[src/rtl/note_osc.sv]
// note_osc
// Sample-rate oscillator feeding the ADSR envelope stage. A phase accumulator
// advances once per sample tick and its top 16 bits are mapped to a square,
// saw or triangle wave (or silence). The note_on level is turned into a gate,
// and after release the oscillator keeps running for RELEASE_SAMPLES ticks so
// the envelope release tail still has signal to shape.
//
// Ports:
//   clk        in   1        system clock, rising edge
//   reset      in   1        asynchronous active-high reset
//   phase_inc  in   PHASE_W  per-sample phase increment (pitch), used on tick
//   wave_sel   in   2        0 square, 1 saw, 2 triangle, 3 silence, used on tick
//   note_on    in   1        note level from keyboard/sequencer
//   sample_out out  16       signed sample, two's complement
//   out_ready  out  1        one-cycle strobe marking a new sample_out
//   gate       out  1        high while the note is held

module note_osc #(
    parameter int SAMPLE_DIV      = 2083,
    parameter int PHASE_W         = 24,
    parameter int RELEASE_SAMPLES = 4800
) (
    input  logic                clk,
    input  logic                reset,
    input  logic [PHASE_W-1:0]  phase_inc,
    input  logic [1:0]          wave_sel,
    input  logic                note_on,
    output logic signed [15:0]  sample_out,
    output logic                out_ready,
    output logic                gate
);

    localparam int DIV_W = (SAMPLE_DIV > 1) ? $clog2(SAMPLE_DIV) : 1;
    localparam int REL_W = $clog2(RELEASE_SAMPLES + 1);
    localparam logic [DIV_W-1:0] DIV_LAST = DIV_W'(SAMPLE_DIV - 1);
    localparam logic [REL_W-1:0] REL_LAST = REL_W'(RELEASE_SAMPLES - 1);

    typedef enum logic [1:0] {
        IDLE = 2'd0,
        RUN  = 2'd1,
        HOLD = 2'd2
    } state_t;

    state_t                state, state_next;
    logic [DIV_W-1:0]      div_cnt;
    logic [PHASE_W-1:0]    phase, phase_next;
    logic [REL_W-1:0]      rel_cnt, rel_next;
    logic signed [15:0]    sample_next;
    logic                  note_q;
    logic                  tick;
    logic                  rise;
    logic                  fall;

    // Maps the top 16 phase bits to a waveform. The 16'h8000 xor turns an
    // unsigned ramp into a signed one; the triangle folds the ramp at the
    // half-period by inverting the doubled lower bits.
    function automatic logic [15:0] wave(input logic [15:0] p, input logic [1:0] sel);
        logic [15:0] dbl;
        dbl = {p[14:0], 1'b0};
        case (sel)
            2'd0:    wave = p[15] ? 16'h8001 : 16'h7FFF;
            2'd1:    wave = p ^ 16'h8000;
            2'd2:    wave = p[15] ? (~dbl ^ 16'h8000) : (dbl ^ 16'h8000);
            default: wave = 16'h0000;
        endcase
    endfunction

    assign tick = (div_cnt == DIV_LAST);
    assign rise = note_on & ~note_q;
    assign fall = ~note_on & note_q;

    // Free-running sample divider plus the note edge-detect register. The
    // divider never stops, so out_ready keeps pulsing even while idle.
    always_ff @(posedge clk or posedge reset) begin
        if (reset) begin
            div_cnt   <= '0;
            out_ready <= 1'b0;
            note_q    <= 1'b0;
        end else begin
            div_cnt   <= tick ? '0 : div_cnt + 1'b1;
            out_ready <= tick;
            note_q    <= note_on;
        end
    end

    // State register along with everything whose next value the FSM decides.
    // gate is registered from the next state so it changes on the same edge
    // as the state itself.
    always_ff @(posedge clk or posedge reset) begin
        if (reset) begin
            state      <= IDLE;
            phase      <= '0;
            rel_cnt    <= '0;
            sample_out <= '0;
            gate       <= 1'b0;
        end else begin
            state      <= state_next;
            phase      <= phase_next;
            rel_cnt    <= rel_next;
            sample_out <= sample_next;
            gate       <= (state_next == RUN);
        end
    end

    // Next-state logic. A tick always uses the pre-edge state to choose the
    // emitted sample, so transitions never lose or invent a sample. In HOLD
    // a retrigger takes priority over release expiry and keeps the phase so
    // the waveform has no discontinuity.
    always_comb begin
        state_next  = state;
        phase_next  = phase;
        rel_next    = rel_cnt;
        sample_next = sample_out;

        if (tick) begin
            sample_next = (state == IDLE) ? 16'sd0 : wave(phase[PHASE_W-1 -: 16], wave_sel);
        end

        case (state)
            IDLE: begin
                phase_next = '0;
                if (rise) begin
                    state_next = RUN;
                end
            end
            RUN: begin
                if (tick) begin
                    phase_next = phase + phase_inc;
                end
                if (fall) begin
                    state_next = HOLD;
                    rel_next   = '0;
                end
            end
            HOLD: begin
                if (tick) begin
                    phase_next = phase + phase_inc;
                end
                if (rise) begin
                    state_next = RUN;
                    rel_next   = '0;
                end else if (tick) begin
                    if (rel_cnt == REL_LAST) begin
                        state_next = IDLE;
                        phase_next = '0;
                        rel_next   = '0;
                    end else begin
                        rel_next = rel_cnt + 1'b1;
                    end
                end
            end
            default: begin
                state_next = IDLE;
                phase_next = '0;
            end
        endcase
    end

endmodule

[config.mk]
export PLATFORM = sky130hd
export DESIGN_NAME = note_osc
export DESIGN_NICKNAME = d
export VERILOG_FILES = /design/src/rtl/note_osc.sv
export SDC_FILE = /design/constraint.sdc
export NUM_CORES = 1
export LEC_CHECK = 0
export ABC_AREA = 1
export BUFFER_PORTS_ARGS = -buffer_cell sky130_fd_sc_hd__buf_2
export CAP_MARGIN = 10
export CORE_ASPECT_RATIO = 0.5
export CORE_MARGIN = 5
export CORE_UTILIZATION = 60
export DETAILED_ROUTE_END_ITERATION = 16
export PLACE_DENSITY = 0.87
export SYNTH_ARGS = -nofsm -noshare
export SYNTH_HDL_FRONTEND = slang
export SYNTH_SLANG_ARGS = --single-unit
[constraint.sdc]
create_clock -name clk -period 3.1 [get_ports clk]
set_clock_uncertainty 0.15 [all_clocks]
set_input_delay 0.465 -clock clk [delete_from_list [all_inputs] [get_ports clk]]
set_output_delay 0.465 -clock clk [all_outputs]
set_load 0.1 [all_outputs]
# [After elaboration in Yosys (flattened, before gate mapping)]
# Cells that the tools add are included.
[classes] shifts=0 n_reduce_logical=4 n_eq_ne=9 div_mod_pow=0 n_mul=0 addsub=3 n_mux=21 n_bitwise=8 n_lt_le_gt_ge=0
[ops] operator="$mux W24" count=4
[ops] operator="$mux W13" count=4
[ops] operator="$mux W16" count=3
[ops] operator="$pmux W16 S3" count=1
[ops] operator="$pmux W24 S2" count=1
[ops] operator="$pmux W13 S2" count=1
[ops] operator="$add A24 B24 Y24" count=1
[ops] operator="$not A16 Y16" count=1
[ops] operator="$add A13 B1 Y13 const B" count=1
[ops] operator="$eq A13 B13 Y1 const B" count=1
[ops] operator="$add A12 B1 Y12 const B" count=1
[ops] operator="$eq A12 B12 Y1 const B" count=1
[ops] operator="$mux W12" count=1
[ops] operator="$mux W2" count=5
[ops] operator="$eq A2 B1 Y1 const B" count=3
[ops] operator="$pmux W2 S3" count=1
[ops] operator="$not A1 Y1" count=5
[ops] operator="$eq A2 B2 Y1 const B" count=2
[ops] operator="$logic_not A2 Y1" count=2
[ops] operator="$ne A3 B3 Y1 const B" count=1
[ops] operator="$reduce_and A3 Y1" count=1
[ops] operator="$and A1 B1 Y1" count=2
[ops] operator="$ne A2 B2 Y1 const B" count=1
[ops] operator="$reduce_bool A2 Y1" count=1
[word_totals] mem_bits_rw=0 n_memories=0 latch_bits=0 out_inout_bits=18 rom_bits=0 register_bits=70 input_bits=29 wordCells=53

# [Logic depth before layout (Yosys ltp)]
# Gate-level depths: netlist of the first run.
[depth] word_depth=6 mapped_depth=14 depth_no_buf=14

# [Worst setup path after synthesis of the first run]
# Ideal clock, no wire load.
[synth_timing] path_type="input-to-reg" start="in phase_inc[0]" end="reg phase[20]" path_buffers=0 required_ps=2837 path_stages=10 slack_ps=1129 setup_ps=113 arrival_time_ps=1708 path_cell_list="ha_1 > fa_1 > nand3_1 > nand3_1 > nand4_1 > nand3_1 > nand2_1 > nand3_1 > nand2_1 > inv_1"
[synth_via] elab_chain_cells=6
[synth_lines] element="start: declaration" line="25" rtl="input logic [PHASE_W-1:0] phase_inc,"
[synth_lines] element="$add A24 B24 Y24 *" line="128, 137"
[synth_lines] element="$mux W24 *" line="127" rtl="if (tick) begin"
[synth_lines] element="$mux W24" line="143" rtl="if (rel_cnt == REL_LAST) begin"
[synth_lines] element="$mux W24" line="142" rtl="end else if (tick) begin"
[synth_lines] element="$mux W24" line="139" rtl="if (rise) begin"
[synth_lines] element="$pmux W24 S2 *" line="119" rtl="case (state)"
[synth_lines] element="via phase_next[20]" line="46" rtl="logic [PHASE_W-1:0] phase, phase_next;"
[synth_lines] element="end signal: assignment" line="98" rtl="phase <= phase_next;"
[synth_lines] element="end: declaration" line="46"
# Mark *: on every way through the listed nets, which the timed path passes. The rest lies on a longest branch.
# A chain may end at the register's enable or synchronous reset.

# [Final worst setup path of the first run]
[layout_timing] start="reg phase[6]" end="reg phase[11]"
[layout_via] elab_chain_cells=6
[layout_lines] element="$add A24 B24 Y24 *" line="128, 137"
[layout_lines] element="$mux W24 *" line="127"
[layout_lines] element="$mux W24" line="143"
[layout_lines] element="$mux W24" line="142"
[layout_lines] element="$mux W24" line="139"
[layout_lines] element="$pmux W24 S2 *" line="119"
[layout_lines] element="via phase_next[11]" line="46"
# Marked as above.

==> results of run 1 <==
-- critical path, cell delays in order (launching register included) --
cell	delay, ns
dfrtp_1	0.39
ha_1	0.36
nand2_1	0.12
nor2_1	0.17
nand3_1	0.09
nand2_1	0.12
inv_1	0.09
o21ai_0	0.41
nor2_1	0.08
o21a_1	0.19
-- cells in the mapped netlist, drive strengths merged --
library cell	count	area share
xor2	14	0.022
o41ai	1	0.0016
buf	11	0.012
clkbuf	8	0.0055
ha	30	0.069
a31o	2	0.0032
a31oi	1	0.0011
nor3	29	0.029
o21ai	54	0.050
a211oi	14	0.019
dfrtp	70	0.32
inv	114	0.078
and2	2	0.0023
nor2	88	0.064
o211ai	6	0.011
nand4	12	0.014
o2111ai	1	0.0016
a21boi	1	0.0034
fa	1	0.0037
nand3	61	0.058
a22oi	2	0.0028
a21oi	46	0.042
xnor2	5	0.0080
nor4	2	0.0050
o21a	1	0.0014
o21bai	4	0.0055
nand3b	4	0.0055
nand2	223	0.16
or2	2	0.0023
-- worst paths after layout --
kind	startpoint	to	slack [ns]	cells past startpoint
hold reg to reg	sample_out[6]	sample_out[6]	0.33	2
setup reg to reg	phase[6]	phase[11]	0.82	9
max in group asynchronous	reset	state[1]	2.44	3
hold / removal	reset	rel_cnt[2]	0.05	3
setup / recovery	phase[6]	phase[11]	0.82	9
min in group clk	note_on	note_q	0.10	1
-- registers in the layout, indices dropped and copies added, names as in the netlist --
name        cells
div_cnt        12
gate            1
note_q          1
out_ready       1
phase          24
rel_cnt        13
sample_out     16
state           2
-- through the flow --
stage | hold slack [ns] | std cells | utilization | cell area (um2) | power, mW
floorplan | 0.304 | 809 | - | 5460 | 1.43
detailed placement | 0.318 | 960 | 0.660 | 5800 | 1.58
finish | 0.0462 | 976 | 0.695 | 6110 | 2.66
global route | 0.0906 | 976 | 0.695 | 6110 | 2.79
global placement | 0.314 | 960 | 0.660 | 5800 | 1.57
CTS | 0.0714 | 976 | 0.695 | 6110 | 2.66
-- kinds of logic after synthesis --
group / after synthesis / synth area share
compound gates: 133 / 0.142
xor+xnor: 19 / 0.0305
fa+ha+maj: 31 / 0.0725
buf+inv: 133 / 0.0956
flops: 70 / 0.321
simple gates: 423 / 0.338
-- per-layer routing --
metal | part of all wire | GRT usage | vias up
li1 | - | - | 2732
met1 | 0.45 | 0.378 | 2547
met2 | 0.46 | 0.429 | 220
met3 | 0.081 | 0.0768 | 26
met4 | 0.014 | 0.0642 | 0
met5 | 0 | 0 | -
-- cell type report --
class,count,area share
flip-flops and latches,70,0.287
inverters,114,0.0700
clock inverters,4,0.00860
well taps,117,0.0239
clock buffers,12,0.0420
repair buffers,53,0.0483
multi-input cells,606,0.521
-- power by group --
group	internal, mW	switching (mW)
registers	0.939	0.0225
logic	0.167	0.448
clock network	0.672	0.416
==> results.cfg, run 1 <==
[sta]
slew_headroom = 0.319
drv_slew = 0
fmax_mhz = 439
tns_ns = 0
hold_violations = 0
rsz0062_at_grt = no
timing.final.ws_setup_ns = 0.823
worstMarginPinSlew_ns = 1.02
period_needed_ns = 2.28
report.final.setup_viol = 0
timing.final.crit_share = 0.735

[routing]
num_vias = 5525
drc_errors = 0
wl_per_cell_um = 15.4
drt_iter0_markers = 428
via_per_inst = 5.66
ant_nets = 0
wl_um = 15000
first_pass_iters = 5

[global_route]
antenna_found_initial = 0
grtUsageTotal = 0.274
grt_first_pass_wirelength_um = 24600
grt_pass1_vias = 5169
grt_overflow = 0
grt_max_degree = 71

[synth]
synthesis.nets = 869
yosys_warnings = 0
synth_area_mm2 = 0.00546
ys_ff_latch = 70
avgSynthCellArea_um2 = 6.74
synth.distinct_cells = 41
synth-seq-area-share = 0.321
syn_inst = 809

[clocking]
clkSinkCount = 70
cts_buffers = 9
clock_path_buffers = 2
htree_levels = 3
insertion_delay_ns = 0.34
postCtsSetupRepairBufs = 0
post_cts_resized = 0
cts_root_buffer = clkbuf_16
tritoncts = done
hold_buffers = 0
clkTransAtPathRegs_ns = 0.06

[die]
io_pins = 47
core_area_mm2 = 0.00880
die_h_um = 77.4
row_count = 24
initial_utilization = 0.620
dieArea_mm2 = 0.0112
die_x_um = 145

[placed_design]
place.gp.congestion = 0.974
place_hpwl_um = 11200
portBuffers = 46
post-place-ws_ns = 0.700

[run]
max_cap_viol_count = 0

[power_and_ir_drop]
powerDensity_mw_per_mm2 = 436
leakagePower_nw = 3.11
vdd_ir_drop_max_mv = 0.346

[status]
status = finished, final reports clean

[finish]
most-common-layout-cells = nand2_1 (218), inv_1 (103), nor2_1 (83), dfrtp_1 (70), nand3_1 (60)
finalNetCount = 914
antenna_cells = 0
layout_commonest_cell = nand2_1
regArea_mm2 = 0.00175
multiInputGateArea_mm2 = 0.00318
drive_gt1_frac = 0.114
num-fill-cells = 768
syn2layout_area_growth_pct = 12.0

[critical_path]
cp-end-kind = flop
worstPathMaxFanout = 4
cp.arrival_ns = 2.36
cp.required_ns = 3.18
cp-start-kind = flop
crit_type = reg2reg

[min_path]
min_path_type = in2async
(Power assumes the default switching activity.)
==> inputs of run 2 (changes only) <==
==> constraint.sdc (replaced) <==
create_clock -name clk -period 2.3 [get_ports clk]
set_clock_uncertainty 0.15 [all_clocks]
set_input_delay 0.345 -clock clk [delete_from_list [all_inputs] [get_ports clk]]
set_output_delay 0.345 -clock clk [all_outputs]
set_load 0.1 [all_outputs]
==> run 2 against run 1 <==
Net effect: design area is 3.2% higher; total power up 43%; first-iteration DRC count rose by 8.6%; routed wire length up 5.3%; combinational power increased by 52%; register-to-register slack lost 0.70 ns; sequential power up 35%; sequential cell count stayed put; worst hold slack gained 0.22 ns; highest routed layer unchanged.
==> results.cfg, run 2 (synthesis results as in run 1) <==
[sta]
timing.final.ws_setup_ns = 0.120
tns_ns = 0
fin_hold_ws_ns = 0.269
report.final.setup_viol = 0
drv_slew = 0
period_needed_ns = 2.18
hold_violations = 0
worstMarginPinSlew_ns = 0.959
timing.final.crit_share = 0.948
fmax_mhz = 459
slew_headroom = 0.358

[min_path]
hp-start = wave_sel[1]
min_path_type = in2reg

[finish]
final-instance-count-excl-fill = 997
finalNetCount = 936
top_regs = phase (24), sample_out (16), rel_cnt (13)
antenna_cells = 0
layout_commonest_cell = nand2_1
largest_register_ffs = 24
utilization = 0.717
top_register = phase
drive_gt1_frac = 0.136
syn2layout_area_growth_pct = 15.7
most-common-layout-cells = nand2_1 (218), inv_1 (103), nor2_1 (82), dfrtp_1 (70), nand3_1 (60)

[global_route]
grt_first_pass_wirelength_um = 25900
antenna_found_initial = 0
grtUsageTotal = 0.288
grt_pass1_vias = 5340
grt_max_degree = 71
grt_overflow = 0

[routing]
wl_per_cell_um = 15.9
first_pass_iters = 5
drc_errors = 0
num_vias = 5740
drt_iter0_markers = 465
via_per_inst = 5.76
ant_nets = 0
wl_um = 15800

[clocking]
htree_levels = 3
insertion_delay_ns = 0.34
clkTransAtPathRegs_ns = 0.06
tritoncts = done
cts_root_buffer = clkbuf_16
clkSinkCount = 70
clock_path_buffers = 2
cts_buffers = 9

[critical_path]
crit_chain = inv_1 > ha_1 > inv_1 > nor4_4 > nand3_4 > a21boi_4 > buf_4 > nand4_1 > o21ai_0
setup.worst_path.start = div_cnt[0]
cpPeakStageDelay_ns = 0.41
r2r_start = div_cnt[0]
path_common_cell = inv_1
cp-end-kind = flop
cp-start-kind = flop
cp.required_ns = 2.39
worstPathMaxFanout = 8
cp.arrival_ns = 2.27
crit_type = reg2reg
slowest_stage = dfrtp_1

[die]
row_count = 24
die_x_um = 145
core_area_mm2 = 0.00880
die_h_um = 77.4
dieArea_mm2 = 0.0112
initial_utilization = 0.620
io_pins = 47

[power_and_ir_drop]
pwr-share-seq = 0.342
clock_power_share = 0.413
power_switching_mw = 1.23
leakagePower_nw = 3.22
powerDensity_mw_per_mm2 = 604
vdd_ir_drop_max_mv = 0.490
p_comb_frac = 0.246
switching_share = 0.324
intPower_mw = 2.58

[placed_design]
post-place-ws_ns = 0.0393
place_hpwl_um = 11600
portBuffers = 46
place.gp.congestion = 0.958
dp_cells = 976

[status]
status = finished, final reports clean

[run]
max_cap_viol_count = 0
==> run 2: cell types whose count changed in the layout (fill, tap and decap cells not counted), sizes merged <==
cell         delta
buf            +20
bufinv          +1
clkbuf          -1
dlygate4sd3     +2
inv             -1
==> run 2: path summary, 6_finish.rpt <==
path | to | slack [ns] | cells past startpoint
hold / removal | sample_out[0] | 0.27 | 4
hold reg to reg | sample_out[2] | 0.33 | 2
setup reg to reg | rel_cnt[6] | 0.12 | 9
min in group asynchronous | div_cnt[10] | 0.47 | 4
max in group asynchronous | phase[1] | 1.20 | 4
setup / recovery | rel_cnt[6] | 0.12 | 9
==> run 2: final cells by class <==
class | count | area, um2
tap | 117 | 146
timing repair buffer | 75 | 465
multi-input combinational | 606 | 3190
clock inverter | 4 | 77.6
fill | 731 | 2490
inverter | 114 | 429
sequential | 70 | 1750
clock buffer | 11 | 253
==> run 2: worst max-delay path: cells and delay by family (launching register included) <==
kind            cells  cell delay (ns)
simple gates        3             0.55
flops               1             0.41
compound gates      2             0.41
buf+inv             3             0.39
fa+ha+maj           1             0.18
==> run 2: through the flow <==
step | cell area [um2] | power (mW)
after detailed placement | 5920 | 2.19
after floorplan | 5460 | 1.93
after global routing | 6310 | 3.96
after CTS | 6270 | 3.76
final | 6310 | 3.81
after global placement | 5920 | 2.17
==> run 2: repair_timing <==
action,CTS,global route
endpoints found under the setup margin,0,12
setup buffers,0,4
resized for setup,0,4
hold buffers,2,0
endpoints found under the hold margin,71,0
==> run 2: power groups by stage <==
stage / Combinational, mW / Sequential, mW / Clock [mW]
2_1_floorplan: 0.566 / 1.37 / 0
3_3_place_gp: 0.856 / 1.32 / 0
3_5_place_dp: 0.869 / 1.32 / 0
4_1_cts: 0.881 / 1.30 / 1.58
5_1_grt: 1.02 / 1.30 / 1.64
6_report: 0.936 / 1.30 / 1.57
==> run 2: layer usage <==
layer,share of wire,GRT usage
met2,0.46,0.455
met3,0.096,0.0627
met4,0.024,0.0940
met5,0,0
met1,0.42,0.395
